### src/rtl/hexbs_mb_scheduler.sv
// Walks hexbs_top over every macroblock of a frame range in raster order and
// forwards each {frame,row,col,mv,sad} result on a valid/ready port.
module hexbs_mb_scheduler #(
  parameter int FRAME_WIDTH  = 352,
  parameter int FRAME_HEIGHT = 240,
  parameter int MB_SIZE      = 16,
  parameter int ADDR_W       = 32,
  parameter int TIMEOUT      = 50000
) (
  input  logic              clk,
  input  logic              rst,
  input  logic              cfg_start,
  input  logic [15:0]       cfg_first_frame,
  input  logic [15:0]       cfg_num_frames,
  output logic              busy,
  output logic              seq_done,
  output logic              err_cfg,
  output logic              err_timeout,
  output logic              me_start,
  output logic [ADDR_W-1:0] me_frame_addr,
  output logic [ADDR_W-1:0] me_ref_addr,
  output logic [31:0]       me_mb_x,
  output logic [31:0]       me_mb_y,
  input  logic              me_done,
  input  logic [5:0]        me_mv_x,
  input  logic [5:0]        me_mv_y,
  input  logic [15:0]       me_sad,
  output logic              res_valid,
  input  logic              res_ready,
  output logic [15:0]       res_frame,
  output logic [7:0]        res_mb_row,
  output logic [7:0]        res_mb_col,
  output logic [5:0]        res_mv_x,
  output logic [5:0]        res_mv_y,
  output logic [15:0]       res_sad
);

  localparam int MB_COLS    = FRAME_WIDTH / MB_SIZE;
  localparam int MB_ROWS    = FRAME_HEIGHT / MB_SIZE;
  localparam int FRAME_SIZE = FRAME_WIDTH * FRAME_HEIGHT;
  localparam int WD_W       = $clog2(TIMEOUT + 1);

  localparam logic [ADDR_W-1:0] FRAME_SIZE_V = ADDR_W'(FRAME_SIZE);
  localparam logic [7:0]        COL_LAST     = 8'(MB_COLS - 1);
  localparam logic [7:0]        ROW_LAST     = 8'(MB_ROWS - 1);
  localparam logic [WD_W-1:0]   WD_LOAD      = WD_W'(TIMEOUT - 1);

  typedef enum logic [2:0] {
    S_IDLE, S_ISSUE, S_WAIT, S_PUSH, S_DONE
  } state_t;

  state_t            state_q, state_d;
  logic [15:0]       frame_q, frame_d, last_q, last_d;
  logic [7:0]        row_q, row_d, col_q, col_d;
  logic [ADDR_W-1:0] faddr_q, faddr_d, raddr_q, raddr_d;
  logic [WD_W-1:0]   wd_q, wd_d;
  logic              err_cfg_q, err_cfg_d, err_to_q, err_to_d, rej_q, rej_d;
  logic [15:0]       rframe_q, rframe_d, rsad_q, rsad_d;
  logic [7:0]        rrow_q, rrow_d, rcol_q, rcol_d;
  logic [5:0]        rmvx_q, rmvx_d, rmvy_q, rmvy_d;

  // Constant shift-add: only the set bits of FRAME_SIZE contribute an adder.
  function automatic logic [ADDR_W-1:0] frame_base(input logic [15:0] f);
    logic [ADDR_W-1:0] acc;
    logic [ADDR_W-1:0] fx;
    acc = '0;
    fx  = ADDR_W'(f);
    for (int i = 0; i < ADDR_W; i++)
      if (FRAME_SIZE_V[i]) acc = acc + (fx << i);
    return acc;
  endfunction

  always_comb begin
    state_d   = state_q;
    frame_d   = frame_q;
    last_d    = last_q;
    row_d     = row_q;
    col_d     = col_q;
    faddr_d   = faddr_q;
    raddr_d   = raddr_q;
    wd_d      = wd_q;
    err_cfg_d = err_cfg_q;
    err_to_d  = err_to_q;
    rej_d     = 1'b0;
    rframe_d  = rframe_q;
    rrow_d    = rrow_q;
    rcol_d    = rcol_q;
    rmvx_d    = rmvx_q;
    rmvy_d    = rmvy_q;
    rsad_d    = rsad_q;
    unique case (state_q)
      S_IDLE: begin
        if (cfg_start) begin
          if (cfg_first_frame == 16'd0 || cfg_num_frames == 16'd0) begin
            err_cfg_d = 1'b1;
            rej_d     = 1'b1;
          end else begin
            frame_d  = cfg_first_frame;
            last_d   = cfg_first_frame + cfg_num_frames - 16'd1;
            row_d    = '0;
            col_d    = '0;
            faddr_d  = frame_base(cfg_first_frame);
            raddr_d  = frame_base(cfg_first_frame) - FRAME_SIZE_V;
            err_to_d = 1'b0;
            state_d  = S_ISSUE;
          end
        end
      end
      S_ISSUE: begin
        wd_d    = WD_LOAD;
        state_d = S_WAIT;
      end
      S_WAIT: begin
        // wd_q == WD_LOAD marks the first WAIT cycle, where done may be stale
        if (me_done && wd_q != WD_LOAD) begin
          rframe_d = frame_q;
          rrow_d   = row_q;
          rcol_d   = col_q;
          rmvx_d   = me_mv_x;
          rmvy_d   = me_mv_y;
          rsad_d   = me_sad;
          state_d  = S_PUSH;
        end else if (wd_q == '0) begin
          err_to_d = 1'b1;
          state_d  = S_DONE;
        end else begin
          wd_d = wd_q - 1'b1;
        end
      end
      S_PUSH: begin
        if (res_ready) begin
          state_d = S_ISSUE;
          if (col_q == COL_LAST) begin
            col_d = '0;
            if (row_q == ROW_LAST) begin
              row_d = '0;
              if (frame_q == last_q) begin
                state_d = S_DONE;
              end else begin
                frame_d = frame_q + 16'd1;
                faddr_d = faddr_q + FRAME_SIZE_V;
                raddr_d = raddr_q + FRAME_SIZE_V;
              end
            end else begin
              row_d = row_q + 8'd1;
            end
          end else begin
            col_d = col_q + 8'd1;
          end
        end
      end
      S_DONE:  state_d = S_IDLE;
      default: state_d = S_IDLE;
    endcase
  end

  always_ff @(posedge clk) begin
    if (rst) begin
      state_q   <= S_IDLE;
      frame_q   <= '0;
      last_q    <= '0;
      row_q     <= '0;
      col_q     <= '0;
      faddr_q   <= '0;
      raddr_q   <= '0;
      wd_q      <= '0;
      err_cfg_q <= 1'b0;
      err_to_q  <= 1'b0;
      rej_q     <= 1'b0;
      rframe_q  <= '0;
      rrow_q    <= '0;
      rcol_q    <= '0;
      rmvx_q    <= '0;
      rmvy_q    <= '0;
      rsad_q    <= '0;
    end else begin
      state_q   <= state_d;
      frame_q   <= frame_d;
      last_q    <= last_d;
      row_q     <= row_d;
      col_q     <= col_d;
      faddr_q   <= faddr_d;
      raddr_q   <= raddr_d;
      wd_q      <= wd_d;
      err_cfg_q <= err_cfg_d;
      err_to_q  <= err_to_d;
      rej_q     <= rej_d;
      rframe_q  <= rframe_d;
      rrow_q    <= rrow_d;
      rcol_q    <= rcol_d;
      rmvx_q    <= rmvx_d;
      rmvy_q    <= rmvy_d;
      rsad_q    <= rsad_d;
    end
  end

  assign busy          = (state_q != S_IDLE);
  assign seq_done      = (state_q == S_DONE) | rej_q;
  assign err_cfg       = err_cfg_q;
  assign err_timeout   = err_to_q;
  assign me_start      = (state_q == S_ISSUE);
  assign me_frame_addr = faddr_q;
  assign me_ref_addr   = raddr_q;
  assign me_mb_x       = {24'd0, col_q};
  assign me_mb_y       = {24'd0, row_q};
  assign res_valid     = (state_q == S_PUSH);
  assign res_frame     = rframe_q;
  assign res_mb_row    = rrow_q;
  assign res_mb_col    = rcol_q;
  assign res_mv_x      = rmvx_q;
  assign res_mv_y      = rmvy_q;
  assign res_sad       = rsad_q;

endmodule

### config.mk
export PLATFORM = sky130hd
export DESIGN_NAME = hexbs_mb_scheduler
export DESIGN_NICKNAME = d
export VERILOG_FILES = /design/src/rtl/hexbs_mb_scheduler.sv
export SDC_FILE = /design/constraint.sdc
export NUM_CORES = 1
export LEC_CHECK = 0
export ABC_CLOCK_PERIOD_IN_PS = 11500
export BUFFER_PORTS_ARGS = -buffer_cell sky130_fd_sc_hd__buf_4
export CAP_MARGIN = 20
export CORE_MARGIN = 10
export CORE_UTILIZATION = 34
export CTS_BUF_LIST = sky130_fd_sc_hd__clkbuf_8
export CTS_CLUSTER_SIZE = 20
export DETAILED_ROUTE_END_ITERATION = 16
export PLACE_DENSITY = 0.59
export SKIP_CTS_REPAIR_TIMING = 1
export SLEW_MARGIN = 20
export SYNTH_ARGS = -nofsm -noshare
export SYNTH_HDL_FRONTEND = slang
export SYNTH_SLANG_ARGS = --single-unit
### constraint.sdc
create_clock -name clk -period 11.5 [get_ports clk]
set_clock_uncertainty 0.15 [all_clocks]
set_input_delay 2.3 -clock clk [delete_from_list [all_inputs] [get_ports clk]]
set_output_delay 2.3 -clock clk [all_outputs]
set_load 0.02 [all_outputs]
# Word-level counts from Yosys, hierarchy flattened

Index checks and enable logic that the tools add are counted.

Add/sub/neg operators: 12
Equality and inequality tests: 18
Mux-type cells: 58
Bitwise gates (word level): 4
Reduce and logical (&&, ||, !) cells: 20

Operators by type and width:

| kind                                                                   | count |
|---|---|
| 32-bit two-way mux                                                     | 22 |
| 16-bit two-way mux                                                     | 8 |
| 32-bit one-hot mux with 2 select lines                                 | 2 |
| 32-bit by 17-bit adder with 32-bit output (second input constant)      | 2 |
| 16-bit one-hot mux with 2 select lines                                 | 2 |
| 8-bit two-way mux                                                      | 7 |
| 16-bit logical NOT                                                     | 3 |
| 32-bit by 27-bit adder with 32-bit output                              | 1 |
| 32-bit by 30-bit adder with 32-bit output                              | 1 |
| 32-bit adder                                                           | 1 |
| 8-bit one-hot mux with 2 select lines                                  | 2 |
| 16-bit by 1-bit subtractor with 16-bit output (second input constant)  | 2 |
| 32-bit by 17-bit subtractor with 32-bit output (second input constant) | 1 |
| 3-bit two-way mux                                                      | 8 |
| 16-bit by 1-bit adder with 16-bit output (second input constant)       | 1 |
| 16-bit adder                                                           | 1 |
| 8-bit by 1-bit adder with 8-bit output (second input constant)         | 2 |
| 16-bit equality test                                                   | 1 |
| 16-bit inequality test (second input constant)                         | 1 |
| 2-bit inequality test (second input constant)                          | 6 |
| 3-bit one-hot mux with 4 select lines                                  | 1 |
| 5-bit AND reduction                                                    | 2 |
| 3-bit AND reduction                                                    | 3 |
| 8-bit by 4-bit equality test with 1-bit output (second input constant) | 1 |
| 19 further kinds                                                       | 31 |

Bits in registers: 194
Output and inout port bits: 194

# Longest topological paths before layout

Depth in word-level cells: 21
Depth in mapped cells: 27
Gate-level depth less buffers: 27

# Worst setup path before layout

No wires, ideal clock.

Path kind: input port to flip-flop
Start: in cfg_first_frame[0]
End: reg raddr_q[31] (netlist: me_ref_addr[31])
Arrival time: 7.278 ns
Setup slack: 3.993 ns
Stages on the path: 26
Buffers on the path: 0
Cell sequence: ha_1 -> inv_1 -> fa_1 -> nor2b_1 -> o21a_1 -> o21a_1 -> o21ai_0 -> nor2b_1 -> xnor2_1 -> ha_1 -> o21a_1 -> o31a_1 -> o41a_1 -> a21oi_1 -> nand2b_1 -> a21oi_1 -> xnor2_1 -> ha_1 -> a21o_1 -> a2111o_1 -> a31oi_1 -> nor2_1 -> xnor2_1 -> nand3_4 -> or4_1 -> o211ai_1

Word-level cells in the longest chain between the ends: 19

Ends and longest elaborated chain:

| item                                           | RTL line | text |
|---|---|---|
| start: declaration                             | 13       | `input logic [15:0] cfg_first_frame,` |
| 32-bit two-way mux                             | 94       | `if (cfg_first_frame == 16'd0 \|\| cfg_num_frames == 16'd0) begin` |
| 32-bit two-way mux                             | 93       | `if (cfg_start) begin` |
| 32-bit two-way mux                             | 91       | `unique case (state_q)` |
| 32-bit by 27-bit adder with 32-bit output      | 69       | `if (FRAME_SIZE_V[i]) acc = acc + (fx << i);` |
| 32-bit two-way mux                             | 94       |  |
| 32-bit two-way mux                             | 93       |  |
| 32-bit two-way mux                             | 91       |  |
| 32-bit by 30-bit adder with 32-bit output      | 69       |  |
| [... 3 more ...]                               | n/a      |  |
| 32-bit adder                                   | 69       |  |
| 32-bit two-way mux                             | 94       |  |
| 32-bit two-way mux                             | n/a      |  |
| 32-bit two-way mux                             | 91       |  |
| 32-bit by 17-bit subtractor with 32-bit output | 103      | `raddr_d = frame_base(cfg_first_frame) - FRAME_SIZE_V;` |
| 32-bit two-way mux                             | 94       |  |
| 32-bit two-way mux                             | 93       |  |
| 32-bit one-hot mux with 2 select lines         | 91       |  |
| end signal: assignment                         | 183      | `raddr_q <= raddr_d;` |
| end: declaration                               | 55       | `logic [ADDR_W-1:0] faddr_q, faddr_d, raddr_q, raddr_d;` |

Several ways; a longest one is shown, not always the timed one. The select of a mux whose other input is x is not followed.
A chain may end at the register's enable or synchronous reset.

# Worst setup path in the final report

Start: in cfg_first_frame[1]
End: reg raddr_q[31] (netlist: me_ref_addr[31])

The elaborated chain is that of the path after synthesis.

==> impl_summary.log <==
[metrics] insertion delay to the later sink of the worst-skew pair: 0.48 ns
[metrics] TritonCTS clock tree: built
[metrics] pin slew with the least headroom to its limit: roughly 0.95 ns
[metrics] class of the most critical hold timing path: reg2reg
[metrics] Initial Utilization: between 30% and 40%
[metrics] total clock sinks: approximately 180
[metrics] power density relative to cell area: ~190 nW/um^2
[metrics] number of port buffers: 192
[metrics] count of unresolved DRC violations after routing: 0
[metrics] area taken by multi-input logic gates: slightly below 8000 sq um
[metrics] maximum capacitance violations: 0
[metrics] Routed WL: 37.51 mm
[metrics] status: completed
[metrics] logic gate share of total power: around 52%
[metrics] HPWL reported at the end of detailed placement: approximately 28 mm
[metrics] Synth Flop Type: dfxtp_1
[metrics] Longest Clk Path Bufs: 2
[metrics] capturing element type of the critical path: flip-flop
[metrics] post-layout total power: roughly 2.7 mW
[metrics] master of the slowest instance on the critical path: o41ai_1
[metrics] TritonCTS buffer count: 17
[metrics] Syn Std Cell Area: ~12000 sq um
[metrics] Total Nets Final: 1914
[metrics] required time reported for the critical path endpoint: 11.75 ns
[metrics] Final setup viols: 0
[metrics] largest net degree at the start of global routing: 100
[metrics] final sum of negative setup slack: 0 ns
[metrics] area added between synthesis and finish: 16.77%
[metrics] wire length of the first global-routing pass: approximately 60 mm
[metrics] proportion of synthesized flip-flops having asynchronous set or reset: 0%
[metrics] number of warnings printed during yosys synthesis: 0
[metrics] clock network fraction of total power: between 15 and 20%
[metrics] number of synthesized register bits: ~180
[metrics] number of distinct library cells after synthesis: 80
[metrics] Layout fillers: about 3.7k
[metrics] first-pass iteration count of the detailed router: 6
[metrics] number of cell rows: slightly below 70
[metrics] total buffers and inverters traversed by the critical path: 1
[metrics] critical path's top delay family: compound AO/OA/AOI/OAI gates
[metrics] gpl congestion: between 0.8 and 0.9
[metrics] GR Layer Usage met3: 2.595%
[metrics] fin crit period: about 7.8 ns
[metrics] most congested layer reported by global routing: met2
[metrics] headroom to the max-slew limit: about 37%
[metrics] share of the cycle needed by the critical path after routing: about two thirds
[metrics] footprint of the flip-flops and latches: approximately 3500 sq um
[metrics] I/O pins: about 260
[metrics] Gate Count Post-Synth: ~1.6k
[metrics] cell-internal power: 1.428 mW
[metrics] startpoint class of the critical path: primary input
[metrics] commonest non-fill, non-tap cells in the layout: 251 x nand2_1, 201 x buf_4, 176 x dfxtp_1
[metrics] post-synthesis sequential area ratio: a little under 30%
[metrics] total die area: 43560 sq um
[metrics] global-route congestion overflow total: 0
[metrics] number of endpoints with negative hold slack in the final report: 0
[metrics] pins over their slew limit: 0
[metrics] antenna viol nets, final: 0
[metrics] routed length per placed instance: approximately 17 um
[metrics] number of synthesized flops with an enable pin: 0
[metrics] H-tree lvl count: 4
[metrics] signal arrival time at the worst endpoint: between 8 and 9 ns
[metrics] Die Wd: approximately 210 um
[metrics] Core Area: between 30000 and 40000 sq um
[metrics] die height: between 200 and 250 um
[metrics] number of global-route vias before repair: around 11k
[metrics] met1 Use GR: 22.17%
[metrics] most common cell after layout, fill and taps aside: nand2_1
[metrics] Max Clk Rate: roughly 130 MHz
[metrics] total via count in the routed design: between 10k and 15k
[metrics] Largest stage delay, worst path: around 0.56 ns
[metrics] mean instance size in the synthesized netlist: between 7 and 8 sq um
[metrics] switching share of power: a little under half
[metrics] proportion of layout cells with a drive suffix above 1: 14.83%
[metrics] RSZ-0062 raised after global routing: false
[metrics] sequential share of power: 31.3%
[metrics] met2 usage: a little over a quarter
[metrics] switching component of the power: between 1 and 1.5 mW
[metrics] Clk Tree Root Cell: clkbuf_8
[metrics] ANT cells: 0
[metrics] number of antenna violations at the first check in global routing: 0
[metrics] maximum VDD drop: about 0.082 mV
[metrics] vias per cell: 5.155
[metrics] type of the setup path with the least slack: in2reg
[metrics] number of design-rule violations left by the first detailed-router iteration: just under 700
[metrics] CTS clock-pin slew for the worst setup and hold paths: between 0.1 and 0.15 ns
[metrics] global-route total usage across every layer: around 17%
[metrics] leakage power of the design: around 5.8 nW
[metrics] peak fanout along the critical path: 7
## registers in the layout, summed over array words and instances (netlist names)
register,count
col_q,8
err_cfg,1
err_timeout,1
frame_q,16
last_q,16
me_frame_addr,23
me_ref_addr,23
rej_q,1
res_frame,16
res_mb_col,8
res_mb_row,8
res_mv_x,6
res_mv_y,6
res_sad,16
row_q,8
state_q,3
wd_q,16
## path summary, 6_finish.rpt
kind | depth (start not counted) | start | endpoint | slack, ns
setup / recovery | 25 | cfg_first_frame[1] | me_ref_addr[31] | 3.65
hold / removal | 2 | res_sad[12] | res_sad[12] | 0.31
setup reg to reg | 9 | state_q[1] | me_ref_addr[17] | 7.90
hold reg to reg | 2 | res_sad[12] | res_sad[12] | 0.31
## synthesized netlist by cell type (all sizes together) (5+ instances only)
cell type	count	area share, %
a2111oi	11	1.1
a211oi	39	2.4
a21o	15	0.93
a21oi	171	7.1
a22oi	12	0.74
a31o	5	0.36
a31oi	8	0.41
and2	8	0.43
and3	18	0.93
buf	74	4.4
clkbuf	65	2.0
dfxtp	176	29
ha	84	8.7
inv	87	2.7
nand2	252	7.8
nand2b	8	0.41
nand3	52	2.3
nand4	17	0.88
nor2	132	4.1
nor2b	5	0.26
nor3	36	1.5
nor4	18	1.1
o211ai	13	0.85
o21a	14	0.93
o21ai	79	3.3
o21bai	6	0.37
o22ai	17	0.88
o31a	5	0.36
o31ai	6	0.37
or3	10	0.52
xnor2	69	5.0
xor2	35	2.6
## cell families (layout without fill, tap and decap cells)
| logic type | Yosys count | after routing | share of synthesized area (%) |
|---|---|---|---|
| buffers and inverters | 227 | 323 | 9.114 |
| other | 1 | 66 | 0.03097 |
| AND/OR/NAND/NOR | 577 | 577 | 21.60 |
| AO/OA/AOI/OAI | 436 | 436 | 22.89 |
| flip-flops | 176 | 176 | 29.10 |
| multiplexers | 4 | 4 | 0.3410 |
| XOR/XNOR | 104 | 104 | 7.585 |
| adder cells (fa/ha/maj) | 88 | 88 | 9.342 |
## through the flow
stage	hold slack [ns]	setup WS, ns	area, sq um	util [%]	cells
2_1_floorplan	0.2944	3.993	12350	-	1678
3_3_place_gp	0.2921	3.380	13700	38.79	2202
3_5_place_dp	0.2971	3.229	13700	38.79	2202
4_1_cts	0.3125	3.726	14110	39.97	2234
5_1_grt	0.3297	3.122	14140	40.04	2235
6_report	0.3104	3.653	14140	40.04	2235
## worst reg2reg max path, delay by kind of cell (launching register included)
kind / cells / cell delay (ns)
AOI/OAI and AO/OA: 3 / 0.77
DFF: 1 / 0.56
buffers and inverters: 3 / 1.18
and+or+nand+nor: 3 / 0.85
## layout make-up
class / instances / area share, %
multi-input combinational: 1275 / 54.86
sequential: 176 / 24.92
timing repair buffer: 203 / 10.86
tap: 461 / 4.080
inverter: 88 / 2.336
clock buffer: 18 / 1.752
clock inverter: 14 / 1.195
## per-layer routing
layer	routed length (um)	vias up
met5	0	-
met4	646	0
met3	1629	31
met2	17340	280
met1	17900	5360
li1	-	5850
## power by group through the flow
stage	Clock [mW]	Combinational, mW	Sequential [mW]
6_report	0.450	1.39	0.838
4_1_cts	0.469	1.38	0.836
2_1_floorplan	0	0.964	0.879
3_3_place_gp	0	1.36	0.847
5_1_grt	0.484	1.54	0.854
3_5_place_dp	0	1.38	0.850
Note: power is estimated with default switching activity, not from simulation.
